`config.mk`:
```
export PLATFORM = sky130hd
export DESIGN_NAME = router_input_fifo
export DESIGN_NICKNAME = d
export VERILOG_FILES = /design/src/rtl/router_input_fifo_pkg.sv /design/src/rtl/router_input_fifo_handshake_ctrl.sv /design/src/rtl/router_input_fifo.sv
export SDC_FILE = /design/constraint.sdc
export NUM_CORES = 1
export LEC_CHECK = 0
export ABC_AREA = 1
export CORE_UTILIZATION = 49
export CTS_BUF_LIST = sky130_fd_sc_hd__clkbuf_8
export CTS_CLUSTER_DIAMETER = 200
export DETAILED_ROUTE_END_ITERATION = 8
export PLACE_DENSITY = 0.79
export SLEW_MARGIN = 5
export SYNTH_ARGS = -nofsm -noshare
export SYNTH_HDL_FRONTEND = slang
export SYNTH_SLANG_ARGS = --single-unit
```
`constraint.sdc`:
```
create_clock -name clk -period 5.2 [get_ports clk]
set_input_delay 1.04 -clock clk [delete_from_list [all_inputs] [get_ports clk]]
set_output_delay 1.04 -clock clk [all_outputs]
set_load 0.02 [all_outputs]
```
`src/rtl/router_input_fifo_pkg.sv`:
```
// Shared router definitions: flit width default, input FIFO depth,
// one-hot output-port identifiers (N, E, W, S, L) used by the input FIFOs,
// arbiters and crossbar, and the RTS/CTS handshake state encoding.
package router_input_fifo_pkg;

  localparam int unsigned DATA_WIDTH_DEF = 32;
  localparam int unsigned FIFO_DEPTH     = 4;
  localparam int unsigned NUM_PORTS      = 5;

  // One-hot port identifiers; bit position doubles as the port index.
  localparam logic [NUM_PORTS-1:0] PORT_N = 5'b00001;
  localparam logic [NUM_PORTS-1:0] PORT_E = 5'b00010;
  localparam logic [NUM_PORTS-1:0] PORT_W = 5'b00100;
  localparam logic [NUM_PORTS-1:0] PORT_S = 5'b01000;
  localparam logic [NUM_PORTS-1:0] PORT_L = 5'b10000;

  // Receive-side handshake: IDLE while CTS is low, ACK for the single
  // cycle CTS is high.
  typedef enum logic {
    HS_IDLE = 1'b0,
    HS_ACK  = 1'b1
  } hs_state_e;

  // Grants are one-hot by construction, but any combination still
  // collapses to a single pop request.
  function automatic logic any_grant(input logic [NUM_PORTS-1:0] grants);
    return |grants;
  endfunction

endpackage

```
`src/rtl/router_input_fifo_handshake_ctrl.sv`:
```
// fifo_handshake_ctrl: receive-side RTS/CTS handshake and FIFO write/read
// enable generation for one router input port.
//   clk_i    : clock, rising edge
//   rst_ni   : asynchronous active-low reset
//   drts_i   : upstream request-to-send
//   full_i   : FIFO holds DEPTH flits
//   empty_i  : FIFO holds no flits
//   grant_i  : per-output-port pop requests (one-hot, PORT_* bit order)
//   cts_o    : registered clear-to-send pulse to upstream
//   wr_en_o  : store the incoming flit on this edge
//   rd_en_o  : pop the head flit on this edge
module fifo_handshake_ctrl
  import router_input_fifo_pkg::*;
(
  input  logic                 clk_i,
  input  logic                 rst_ni,
  input  logic                 drts_i,
  input  logic                 full_i,
  input  logic                 empty_i,
  input  logic [NUM_PORTS-1:0] grant_i,
  output logic                 cts_o,
  output logic                 wr_en_o,
  output logic                 rd_en_o
);

  hs_state_e state_q, state_d;
  logic      cts_q;

  // ACK is entered only from IDLE, so CTS can never stay high for two
  // consecutive cycles: a continuously asserted DRTS yields 1,0,1,0...
  always_comb begin
    state_d = HS_IDLE;
    if ((state_q == HS_IDLE) && drts_i && !full_i) begin
      state_d = HS_ACK;
    end
  end

  always_ff @(posedge clk_i or negedge rst_ni) begin
    if (!rst_ni) begin
      state_q <= HS_IDLE;
      cts_q   <= 1'b0;
    end else begin
      state_q <= state_d;
      cts_q   <= (state_d == HS_ACK);
    end
  end

  // The flit is captured on the same edge that CTS rises.
  assign wr_en_o = drts_i & (state_d == HS_ACK);
  assign rd_en_o = any_grant(grant_i) & ~empty_i;
  assign cts_o   = cts_q;

endmodule

```
`src/rtl/router_input_fifo.sv`:
```
// router_input_fifo: per-input-port flit buffer for the 5-port NoC router.
// Accepts flits over the RTS/CTS handshake into a circular FIFO and exposes
// the head flit combinationally; any output-port grant pops the head.
//   clk        : clock, rising edge
//   rst        : asynchronous active-low reset
//   RX         : incoming flit, valid while DRTS=1
//   DRTS       : upstream request-to-send
//   CTS        : clear-to-send pulse to upstream
//   read_en_*  : pop requests from the N/E/W/S/L output arbiters
//   Data_out   : head flit (don't-care while empty)
//   empty/full : occupancy flags decoded from count
//   count      : occupancy, 0..DEPTH
module router_input_fifo
  import router_input_fifo_pkg::*;
#(
  parameter  int unsigned DATA_WIDTH = DATA_WIDTH_DEF,
  parameter  int unsigned DEPTH      = FIFO_DEPTH,
  localparam int unsigned PTR_W      = $clog2(DEPTH)
) (
  input  logic                  clk,
  input  logic                  rst,
  input  logic [DATA_WIDTH-1:0] RX,
  input  logic                  DRTS,
  output logic                  CTS,
  input  logic                  read_en_N,
  input  logic                  read_en_E,
  input  logic                  read_en_W,
  input  logic                  read_en_S,
  input  logic                  read_en_L,
  output logic [DATA_WIDTH-1:0] Data_out,
  output logic                  empty,
  output logic                  full,
  output logic [PTR_W:0]        count
);

  localparam logic [PTR_W-1:0] PTR_ONE   = PTR_W'(1);
  localparam logic [PTR_W:0]   CNT_ONE   = (PTR_W + 1)'(1);
  localparam logic [PTR_W:0]   CNT_DEPTH = (PTR_W + 1)'(DEPTH);

  logic [DATA_WIDTH-1:0] mem_q [DEPTH];
  logic [PTR_W-1:0]      wr_ptr_q, wr_ptr_d;
  logic [PTR_W-1:0]      rd_ptr_q, rd_ptr_d;
  logic [PTR_W:0]        count_q, count_d;
  logic [NUM_PORTS-1:0]  grants;
  logic                  wr_en;
  logic                  rd_en;

  assign grants = ({NUM_PORTS{read_en_N}} & PORT_N)
                | ({NUM_PORTS{read_en_E}} & PORT_E)
                | ({NUM_PORTS{read_en_W}} & PORT_W)
                | ({NUM_PORTS{read_en_S}} & PORT_S)
                | ({NUM_PORTS{read_en_L}} & PORT_L);

  fifo_handshake_ctrl u_hs_ctrl (
    .clk_i   (clk),
    .rst_ni  (rst),
    .drts_i  (DRTS),
    .full_i  (full),
    .empty_i (empty),
    .grant_i (grants),
    .cts_o   (CTS),
    .wr_en_o (wr_en),
    .rd_en_o (rd_en)
  );

  // Pointers wrap naturally because DEPTH is a power of two.
  always_comb begin
    wr_ptr_d = wr_ptr_q;
    rd_ptr_d = rd_ptr_q;
    count_d  = count_q;
    if (wr_en) begin
      wr_ptr_d = wr_ptr_q + PTR_ONE;
    end
    if (rd_en) begin
      rd_ptr_d = rd_ptr_q + PTR_ONE;
    end
    case ({wr_en, rd_en})
      2'b10:   count_d = count_q + CNT_ONE;
      2'b01:   count_d = count_q - CNT_ONE;
      default: count_d = count_q;
    endcase
  end

  always_ff @(posedge clk or negedge rst) begin
    if (!rst) begin
      wr_ptr_q <= '0;
      rd_ptr_q <= '0;
      count_q  <= '0;
    end else begin
      wr_ptr_q <= wr_ptr_d;
      rd_ptr_q <= rd_ptr_d;
      count_q  <= count_d;
    end
  end

  // Storage is deliberately not reset; Data_out is don't-care while empty.
  always_ff @(posedge clk) begin
    if (wr_en) begin
      mem_q[wr_ptr_q] <= RX;
    end
  end

  assign Data_out = mem_q[rd_ptr_q];
  assign empty    = (count_q == '0);
  assign full     = (count_q == CNT_DEPTH);
  assign count    = count_q;

endmodule

```
Word-level counts from Yosys, hierarchy flattened

Memories as Yosys holds them, arrays and structs flattened.
Index checks and enable logic that the tools add are counted.

Output and inout bits: 38
Bits in writable memories: 128
Input port bits: 40
Register bits: 8
Memories kept: 1

Muxes and demuxes: 4
Bitwise gates (word level): 8
$add $sub $neg: 4
Eq/ne operators: 3
Reductions and logical operators: 6

Memory list:

| name  | depth | width | rd ports | clocked after memory_dff | write ports | line                    | text |
|---|---|---|---|---|---|---|---|
| mem_q | 4     | 32    | 1        | 0                        | 1           | router_input_fifo.sv:40 | `logic [DATA_WIDTH-1:0] mem_q [DEPTH];` |

Operators by type and width:

| kind                  | number |
|---|---|
| $pmux W3 S2           | 1 |
| $or A4 B5 Y5          | 1 |
| $reduce_or A5 Y1      | 1 |
| $add A2 B1 Y2 const B | 2 |
| $or A3 B4 Y4          | 1 |
| $add A3 B1 Y3 const B | 1 |
| $eq A3 B3 Y1 const B  | 1 |
| $logic_not A3 Y1      | 1 |
| $mux W1               | 3 |
| $or A2 B3 Y3          | 1 |
| $sub A3 B1 Y3 const B | 1 |
| $and A1 B1 Y1         | 2 |
| $eq A2 B1 Y1 const B  | 1 |
| $eq A2 B2 Y1 const B  | 1 |
| $logic_and A1 B1 Y1   | 2 |
| $not A1 Y1            | 2 |
| $or A1 B2 Y2          | 1 |
| $reduce_bool A2 Y1    | 1 |
| $logic_not A1 Y1      | 1 |

Depth between registers and ports, before layout

Gate-level depths: netlist (run 1).

Depth in word-level cells: 8
Gate-level depth with buffers: 12
Gate-level depth less buffers: 12

By module

From an unflattened synthesis (run 1), not the netlist that was laid out.

Cells, all modules: 432
Area total of the unflattened synthesis: 5524.0 um^2

Modules (own cells, without submodules):

| module              | seq. area each (um^2) | times used | cells each | area each (um^2) |
|---|---|---|---|---|
| router_input_fifo   | 4018.9                | 1          | 422        | 5456.5 |
| fifo_handshake_ctrl | 25.0                  | 1          | 10         | 67.6 |

Worst setup path after synthesis (run 1)

No wires, ideal clock.

Path type: input to register
Start point: input port DRTS
End point: memory mem_q[0][0] (netlist bit), enable pin
Data required time: 4.779 ns
Stages on the path: 2
Setup time: 0.421 ns
Path slack: 2.220 ns
Data arrival time: 2.559 ns
Cells stage by stage: nand3_2 nor2_1

Cells in the longest elaborated chain, start to end: 6

Ends and longest elaborated chain:

| what                              | line                                   | text |
|---|---|---|
| start, declared                   | router_input_fifo.sv:23                | `input logic DRTS,` |
| $logic_and A1 B1 Y1 (2 in series) | router_input_fifo_handshake_ctrl.sv:33 | `if ((state_q == HS_IDLE) && drts_i && !full_i) begin` |
| $mux W1                           | router_input_fifo_handshake_ctrl.sv:33 |  |
| $and A1 B1 Y1 (*)                 | router_input_fifo_handshake_ctrl.sv:49 | `assign wr_en_o = drts_i & (state_d == HS_ACK);` |
| $mux W1 (*)                       | router_input_fifo.sv:98                | `if (wr_en) begin` |
| $mux W1 (not written as such) (*) | router_input_fifo.sv:99                | `mem_q[wr_ptr_q] <= RX;` |
| end, declared                     | router_input_fifo.sv:40                |  |

Every way passes the cells marked *; elsewhere a longest branch is shown, timed or not.

Worst setup path in the final report (run 1)

Start point: register rd_ptr_q[0]
End point: output port Data_out[24]

Cells in the longest elaborated chain, start to end: 1

Ends and longest elaborated chain:

| what                   | line                    | text |
|---|---|---|
| start, declared        | router_input_fifo.sv:42 | `logic [PTR_W-1:0] rd_ptr_q, rd_ptr_d;` |
| start signal, assigned | router_input_fifo.sv:91 | `rd_ptr_q <= rd_ptr_d;` |
| $mem_v2 Z4 W32         | -                       |  |
| end, declared          | router_input_fifo.sv:30 | `output logic [DATA_WIDTH-1:0] Data_out,` |

No other way between the ends.

==> results.toml, run 1 <==
[finish]
multi_input_area_sq_mm = 0.001032
num-fill-cells = 802
drive_above_1_share_pct = 8.547
diodes = 0
final_nets = 501
seq_area_sq_mm = 0.004045
synthToLayoutAreaGrowth_pct = 23.63

[setup_path]
cp_data_required_time_ns = 4.16
cp-start-kind = "flip-flop"
cp.arrival_ns = 2.68
worstSetupEndpointType = "primary output"
crit_chain = "inv_2 -> o21ai_0 -> o22ai_1 -> clkdlybuf4s50_1"
crit_type = "flip-flop to primary output"
r2r.worst_path.cells = 4
crit_slowest_cell = "inv_2"
crit_path_max_fanout = 66
ff2ff_setup_slack_ns = 2.95
cpPeakStageDelay_ns = 0.76

[logic_synthesis]
async_flop_share_pct = 5.882
avgSynthCellArea_sq_um = 13.99
ys_seq_area_share_pct = 76.68
synth_common_cells = "128 x edfxtp_1, 70 x nor2_1, 47 x o21ai_0"
synth.area.top_cells = "edfxtp_1 73%, nor2_1 5.0%, o21ai_0 4.5%"
synth_area_sq_mm = 0.005274
synthMostInstantiatedCell = "edfxtp_1"
synth_seq_cells = 136
synth_top_area_share_pct = 72.88
yosysWarningCount = 0
synthDistinctLibCells = 20
syn_nets = 423
syn_inst = 377
synth-edff-count = 128
ys_dominant_reg_cell = "edfxtp_1"
post-synth-top-area-cell = "edfxtp_1"

[pwr]
peakVddDrop_uv = 452.9
p_per_area_mw_per_mm2 = 599.9
power.leakage_nw = 2.232

[die]
ioPinCount = 78
die_x_um = 105.7
dieArea_sq_mm = 0.01118
initial_core_util_pct = 50.86
core-area_sq_mm = 0.01037
fp-row-count = 37
die_h_um = 105.7

[sta]
setup_ws_ns = 1.475
period_minus_slack_ns = 3.725
setup_viol = 0
rsz0062_at_grt = "false"
worst_pin_slew_ns = 1.071
relSlewSlack_pct = 28.45
finalMaxSlewViolations = 0
clock_skew_ns = 0.01465
finalHoldViolCount = 0
fmaxAchievable_mhz = 268.5
timing.final.crit_share_pct = 71.63
tns_ns = 0

[cts]
cts_sinks = 136
cts_buffer_depth = 2
cts_max_level = 4
cts_tree = "yes"
post_cts_resized = 0
path_clk_slew_ns = 0.08
post_cts_buffers = 0
cts_hold_buf = 0
cts-root-buf = "clkbuf_8"
insertion_delay_ns = 0.42
cts_buffers = 17

[place]
dp_slack_ns = 1.891
dpl.hpwl_mm = 5.485
port_buffers = 77
gp_congestion = 0.7325

[hold_path]
hold_path_depth = 1
hold_class = "flip-flop to flip-flop"

[route]
drcViolationCount = 0
finalWirelength_mm = 10.04
firstDrtPassIters = 4
dr.first_iter.drc_count = 199
vias_per_cell = 5.339
wl_per_cell_um = 16.62
antenna_left = 0
vias = 3225

[run]
drv_cap = 0

[global_route]
grt_pass1_wl_mm = 15.64
track_usage_pct = 18.83
grt_max_degree = 67
grt_pass1_vias = 3129
grt_overflow = 0
antenna_found_initial = 0

[run_status]
status = "completed"
path summary, 6_finish.rpt:
check,to,start
worst max register to register,mem_q[3][27]$_DFFE_PP_,count[1]$_DFFE_PN0P_
worst min-delay path,count[0]$_DFFE_PN0P_,count[0]$_DFFE_PN0P_
min in group asynchronous,u_hs_ctrl.state_q$_DFF_PN0_,rst
max in group asynchronous,rd_ptr_q[0]$_DFFE_PN0P_,rst
worst min register to register,count[0]$_DFFE_PN0P_,count[0]$_DFFE_PN0P_
worst max-delay path,Data_out[24],rd_ptr_q[0]$_DFFE_PN0P_
cell families after synthesis:
logic type | Yosys count | synth area share, %
AOI/OAI and AO/OA | 97 | 9.965
xor gates and xnor gates | 1 | 0.1661
adders and majority gates | 6 | 1.566
buffers and inverters | 40 | 4.318
DFF | 136 | 76.68
and+or+nand+nor | 97 | 7.307
layout by cell type, fill, tap and decap left out:
cell type	synthesis	routed
edfxtp_1	128	128
clkdlybuf4s50_1	0	77
nor2_1	70	66
o21ai_0	47	47
o22ai_1	32	32
inv_1	18	19
o21ai_1	18	18
nand2_1	17	17
clkbuf_8	0	17
dfrtp_1	8	7
nand3_1	6	6
ha_1	5	5
nor2_4	0	4
clkinv_4	0	4
nand4_1	3	3
bufinv_16	0	3
clkinvlp_4	0	3
inv_2	2	2
inv_6	0	2
buf_4	4	2
nand3_2	1	1
xnor2_1	1	1
fa_1	1	1
clkinv_1	0	1
clkinv_2	0	1
dfrtp_2	0	1
state kept, by name, indices dropped and copies added (netlist names):
| name | flops |
|---|---|
| wr_ptr_q | 2 |
| count | 3 |
| mem_q | 128 |
| u_hs_ctrl.state_q | 1 |
| rd_ptr_q | 2 |
layer usage:
| layer | vias up | part of all wire, % | global-route usage, % |
|---|---|---|---|
| met5 | - | 0 | 0 |
| met4 | 0 | 0.70 | 7.440 |
| met3 | 5 | 5.9 | 5.009 |
| met2 | 99 | 49 | 29.97 |
| met1 | 1581 | 44 | 24.76 |
| li1 | 1540 | - | - |
critical path: cells and delay by family (launching register included):
family / cells / cell delay, ns
DFF: 1 / 0.41
AOI/OAI and AO/OA: 2 / 0.42
buffers and inverters: 2 / 1.41
metrics by stage:
| stage | hold slack, ns | instance area [sq um] | utilization (%) | power [mW] | instances |
|---|---|---|---|---|---|
| 2_1_floorplan | 0.4923 | 5274 | - | 2.469 | 377 |
| 3_3_place_gp | 0.4887 | 6108 | 58.90 | 3.020 | 572 |
| 3_5_place_dp | 0.4903 | 6108 | 58.90 | 3.065 | 572 |
| 4_1_cts | 0.5085 | 6520 | 62.87 | 3.939 | 604 |
| 5_1_grt | 0.5416 | 6520 | 62.87 | 4.129 | 604 |
| 6_report | 0.5076 | 6520 | 62.87 | 3.911 | 604 |
where the power goes:
part | internal (mW) | switching [mW]
registers | 1.40 | 0.0556
logic | 0.604 | 0.966
clock network | 0.476 | 0.407
total | 2.48 | 1.43
cell type report:
type / count / share of cell area, %
Sequential cell: 136 / 62.04
Multi-Input combinational cell: 201 / 15.83
Timing Repair Buffer: 79 / 12.05
Clock buffer: 17 / 3.589
Clock inverter: 15 / 2.725
Tap cell: 136 / 2.610
Inverter: 20 / 1.151
(Power assumes the default switching activity.)
==> run 2: changes to the inputs <==
- PLACE_DENSITY: 0.79 -> 0.82
- clock period: 5.2 -> 3.1 ns (I/O delays scaled with it)
==> run 2 against run 1 <==
Cell count rose by 0.99%. Hold slack got worse by 0.013 ns. Critical path type unchanged. Cell area increased by 1.0%. Worst setup slack got worse by 1.3 ns. Power rose by 70%. Combinational power up 73%. Core utilization grew 0.65 points. Clock skew down 0.0041 ns. Register-to-register slack lost 2.0 ns.
==> results.toml, run 2 (same netlist as run 1, synthesis figures left out) <==
[setup_path]
cp.arrival_ns = 2.31
reg2reg_from = "count[0]$_DFFE_PN0P_"
worstSetupEndpointType = "primary output"
cp-start-kind = "flip-flop"
crit_path_max_fanout = 27
cp_data_required_time_ns = 2.48
regToRegEndpoint = "count[2]$_DFFE_PN0P_"
ff2ff_setup_slack_ns = 0.99
crit_type = "flip-flop to primary output"
r2r.worst_path.cells = 10

[cts]
cts_sinks = 136
cts-root-buf = "clkbuf_8"
path_clk_slew_ns = 0.08
cts_buffer_depth = 2
cts_tree = "yes"
insertion_delay_ns = 0.42
post_cts_buffers = 0
cts_max_level = 4
cts_buffers = 17

[finish]
post-route-cell-area_sq_mm = 0.006588
multi_input_area_sq_mm = 0.001032
num-fill-cells = 773
diodes = 0
top_register = "mem_q"
fin_util_pct = 63.53
seq_area_sq_mm = 0.004045
drive_above_1_share_pct = 9.705
mostFrequentLayoutCells = "128 x edfxtp_1, 77 x clkdlybuf4s50_1, 66 x nor2_1, 47 x o21ai_0, 32 x o22ai_1"
final_nets = 507
largest_reg_flops = 128
synthToLayoutAreaGrowth_pct = 24.91
final_common_cell = "edfxtp_1"

[run_status]
status = "completed"

[route]
vias_per_cell = 5.441
drcViolationCount = 0
vias = 3319
dr.first_iter.drc_count = 182
antenna_left = 0
firstDrtPassIters = 4
finalWirelength_mm = 10.49
wl_per_cell_um = 17.20

[die]
die_x_um = 105.7
dieArea_sq_mm = 0.01118
initial_core_util_pct = 50.86
core-area_sq_mm = 0.01037
fp-row-count = 37
die_h_um = 105.7
ioPinCount = 78

[global_route]
antenna_found_initial = 0
track_usage_pct = 20.06
grt_max_degree = 67
grt_overflow = 0
grt_pass1_wl_mm = 16.95
grt_pass1_vias = 3349

[place]
dpl.hpwl_mm = 5.922
place_area_sq_mm = 0.006166
port_buffers = 77
gp_congestion = 0.7852

[pwr]
peakVddDrop_uv = 677.1
power.leakage_nw = 2.270
finalPower_mw = 6.641
p_per_area_mw_per_mm2 = 1008

[sta]
clock_skew_ns = 0.01060
fmaxAchievable_mhz = 341.9
setup_viol = 0
period_minus_slack_ns = 2.925
finalHoldViolCount = 0
timing.final.crit_share_pct = 94.36
finalMaxSlewViolations = 0
relSlewSlack_pct = 66.25
worst_pin_slew_ns = 0.5062
tns_ns = 0

[run]
drv_cap = 0

[hold_path]
hold_class = "input port to asynchronous set/reset pin"
run 2: cell count changes in the layout (fill, tap and decap cells not counted), sizes merged:
cell    before  now
buf          2    8
inv         23   22
clkinv       6    7
run 2: through the flow:
stage,worst slack [ns],cells,hold slack [ns]
after floorplan,0.4164,377,0.3244
after CTS,0.01820,610,0.4842
after detailed placement,0.4876,578,0.4932
after global routing,-0.01085,610,0.4987
after global placement,0.5154,578,0.4998
final,0.1750,610,0.4950
run 2: layout make-up:
| type | instances | share of cell area, % |
|---|---|---|
| timing repair buffer | 85 | 12.92 |
| tap | 136 | 2.583 |
| sequential | 136 | 61.41 |
| clock buffer | 17 | 3.552 |
| inverter | 20 | 1.178 |
| multi-input combinational | 201 | 15.67 |
| clock inverter | 15 | 2.697 |
run 2: what timing repair did:
item                                    4_1_cts  5_1_grt
hold buffers                                  0        0
endpoints found under the setup margin        0       26
resized for setup                             0        4
run 2: worst max-delay path by stage:
stage                     cells past startpoint                    start  slack, ns                     to
after floorplan                               4     count[0]$_DFFE_PN0P_       0.42  mem_q[0][0]$_DFFE_PP_
after global placement                        4  rd_ptr_q[0]$_DFFE_PN0P_       0.52            Data_out[9]
after detailed placement                      5  rd_ptr_q[0]$_DFFE_PN0P_       0.49           Data_out[24]
after CTS                                     4  rd_ptr_q[0]$_DFFE_PN0P_       0.02           Data_out[30]
after global routing                          5  rd_ptr_q[0]$_DFFE_PN0P_      -0.01           Data_out[24]
final                                         5  rd_ptr_q[0]$_DFFE_PN0P_       0.17            Data_out[9]
run 2: per-layer routing:
layer | up-vias | part of all wire (%) | wire length (um) | global-route usage (%)
met5 | - | 0 | 0 | 0
met4 | 0 | 0.93 | 98 | 6.944
met3 | 14 | 7.1 | 744 | 6.308
met2 | 122 | 48 | 5077 | 31.56
met1 | 1630 | 44 | 4572 | 26.45
li1 | 1553 | - | - | -
run 2: worst max-delay path, cell delays in order (launching register included):
cell             delay (ns)
dfrtp_2                0.43
clkinv_2               0.22
buf_12                 0.21
o21ai_0                0.10
o22ai_1                0.25
clkdlybuf4s50_1        0.67
run 2: power breakdown:
group          internal (mW)  switching, mW  leakage (nW)
Sequential              2.35         0.0958          1.26
Clock                  0.799          0.674         0.202
Combinational           1.06           1.66         0.807
==> run 3: changes to the inputs <==
- CELL_PAD_IN_SITES_DETAIL_PLACEMENT: default -> 1
- CELL_PAD_IN_SITES_GLOBAL_PLACEMENT: default -> 1
- CORE_UTILIZATION: 49 -> 41
- PLACE_DENSITY: 0.82 -> 0.83
==> run 3 against run 2 <==
Cell count increased by 6.1%. Worst setup slack got worse by 0.029 ns. Combinational power increased by 1%. Non-clock buffer count increased by 1. Die area increased by 19%. Power decreased by 2.7%. Sequential power about the same. Cell area decreased by 0.76%. Routed wire length increased by 15%. Core utilization decreased by 12 points.
==> results.toml, run 3 (same netlist as run 1, synthesis figures left out) <==
[run_status]
status = "completed"

[route]
finalWirelength_mm = 12.03
dr.max_layer_used = "met4"
vias = 3298
firstDrtPassIters = 4
met2_length_mm = 6.223
drcViolationCount = 0
dr.first_iter.drc_count = 212
wl_met1_mm = 5.136
vias_per_cell = 5.097
wl_per_cell_um = 18.60
wl_met3_um = 593
antenna_left = 0

[global_route]
grt_overflow = 0
grt_pass1_vias = 3585
grt_max_degree = 37
grt_pass1_wl_mm = 18.79
track_usage_pct = 19.59
antenna_found_initial = 0

[finish]
drive_above_1_share_pct = 8.842
synthToLayoutAreaGrowth_pct = 23.96
fin_util_pct = 52.02
mostFrequentLayoutCells = "128 x edfxtp_1, 77 x clkdlybuf4s50_1, 66 x nor2_1, 47 x o21ai_0, 32 x o22ai_1"
top_register = "mem_q"
final_common_cell = "edfxtp_1"
largest_reg_flops = 128
final_nets = 508
diodes = 0

[cts]
cts_sinks = 136
path_clk_slew_ns = 0.07
cts-root-buf = "clkbuf_8"
cts_buffers = 17
cts_max_level = 4
cts_tree = "yes"
cts_hold_buf = 0
cts_buffer_depth = 2
post_cts_buffers = 0
post_cts_resized = 0
insertion_delay_ns = 0.43

[place]
dp_slack_ns = 0.5021
gp_congestion = 0.7410
port_buffers = 77
dpl.hpwl_mm = 7.473

[pwr]
seqPwrFrac_pct = 38.0
peakVddDrop_uv = 739.1
finalPower_mw = 6.460
p_clk_share_pct = 19.3
combPwrFrac_pct = 42.7
power.leakage_nw = 2.245
p_int_mw = 4.008
switching_share_pct = 37.95
netSwitchingPower_mw = 2.452
p_per_area_mw_per_mm2 = 988.1

[sta]
clock_skew_ns = 0.006728
finalHoldViolCount = 0
setup_viol = 0
relSlewSlack_pct = 65.63
timing.final.crit_share_pct = 95.31
tns_ns = 0
worst_pin_slew_ns = 0.5156
period_minus_slack_ns = 2.954
finalMaxSlewViolations = 0
rsz0062_at_grt = "false"
fmaxAchievable_mhz = 338.5
setup_ws_ns = 0.1455

[die]
core-area_sq_mm = 0.01257
initial_core_util_pct = 41.96
ioPinCount = 78
die_h_um = 115.4
dieArea_sq_mm = 0.01332
die_x_um = 115.4
fp-row-count = 41

[setup_path]
crit_type = "flip-flop to primary output"
crit_path_max_fanout = 36
cp.arrival_ns = 2.33
worstSetupEndpointType = "primary output"
cp-start-kind = "flip-flop"
ff2ff_setup_slack_ns = 0.91
cp_data_required_time_ns = 2.48

[run]
drv_cap = 0

[hold_path]
hold_class = "input port to asynchronous set/reset pin"
==> run 3: cell types whose count changed in the layout (fill, tap and decap cells not counted), moves of 3 or more <==
cell and change:
buf_4 +4, clkinv_1 +3, clkinv_2 +3, clkinv_4 -3
inv_6 -3
==> run 3: area by class of cell <==
| class | instances | area, sq um |
|---|---|---|
| fill | 1299 | 6031 |
| clock inverter | 15 | 96.34 |
| inverter | 20 | 76.32 |
| clock buffer | 17 | 234.0 |
| multi-input combinational | 201 | 1032 |
| sequential | 136 | 4045 |
| timing repair buffer | 86 | 838.3 |
| tap | 172 | 215.2 |
==> run 3: critical path: stages, from the launching register on <==
cell and delay, ns:
dfrtp_2 0.42, inv_2 0.06, buf_4 0.33, o21ai_0 0.13, o22ai_1 0.27, clkdlybuf4s50_1 0.67
==> run 3: final timing paths <==
check	from	endpoint	depth (start not counted)
max	rd_ptr_q[0]$_DFFE_PN0P_	Data_out[9]	5
min	rst	wr_ptr_q[0]$_DFFE_PN0P_	1
max reg2reg	count[1]$_DFFE_PN0P_	count[2]$_DFFE_PN0P_	10
min reg2reg	count[0]$_DFFE_PN0P_	count[0]$_DFFE_PN0P_	1
max in group asynchronous	rst	rd_ptr_q[0]$_DFFE_PN0P_	1
min in group clk	count[0]$_DFFE_PN0P_	count[0]$_DFFE_PN0P_	1
==> run 3: through the flow <==
| step | cell area [sq um] | instances | hold WS [ns] |
|---|---|---|---|
| after floorplan | 5274 | 377 | 0.3244 |
| final | 6538 | 647 | 0.4941 |
| after detailed placement | 6206 | 615 | 0.5143 |
| after global routing | 6538 | 647 | 0.4902 |
| after CTS | 6536 | 647 | 0.4827 |
| after global placement | 6206 | 615 | 0.5085 |
==> run 3: routing by layer <==
metal	track usage (%)	vias to the layer above
met5	0	-
met3	6.119	9
met2	33.81	79
met4	6.840	0
li1	-	1553
met1	23.17	1657
==> run 3: power groups by stage <==
stage | combinational (mW) | clock (mW) | sequential (mW)
finish | 2.76 | 1.25 | 2.46
CTS | 2.80 | 1.28 | 2.46
global placement | 2.68 | 0 | 2.48
global route | 3.02 | 1.34 | 2.49
detailed placement | 2.79 | 0 | 2.50
floorplan | 1.63 | 0 | 2.51
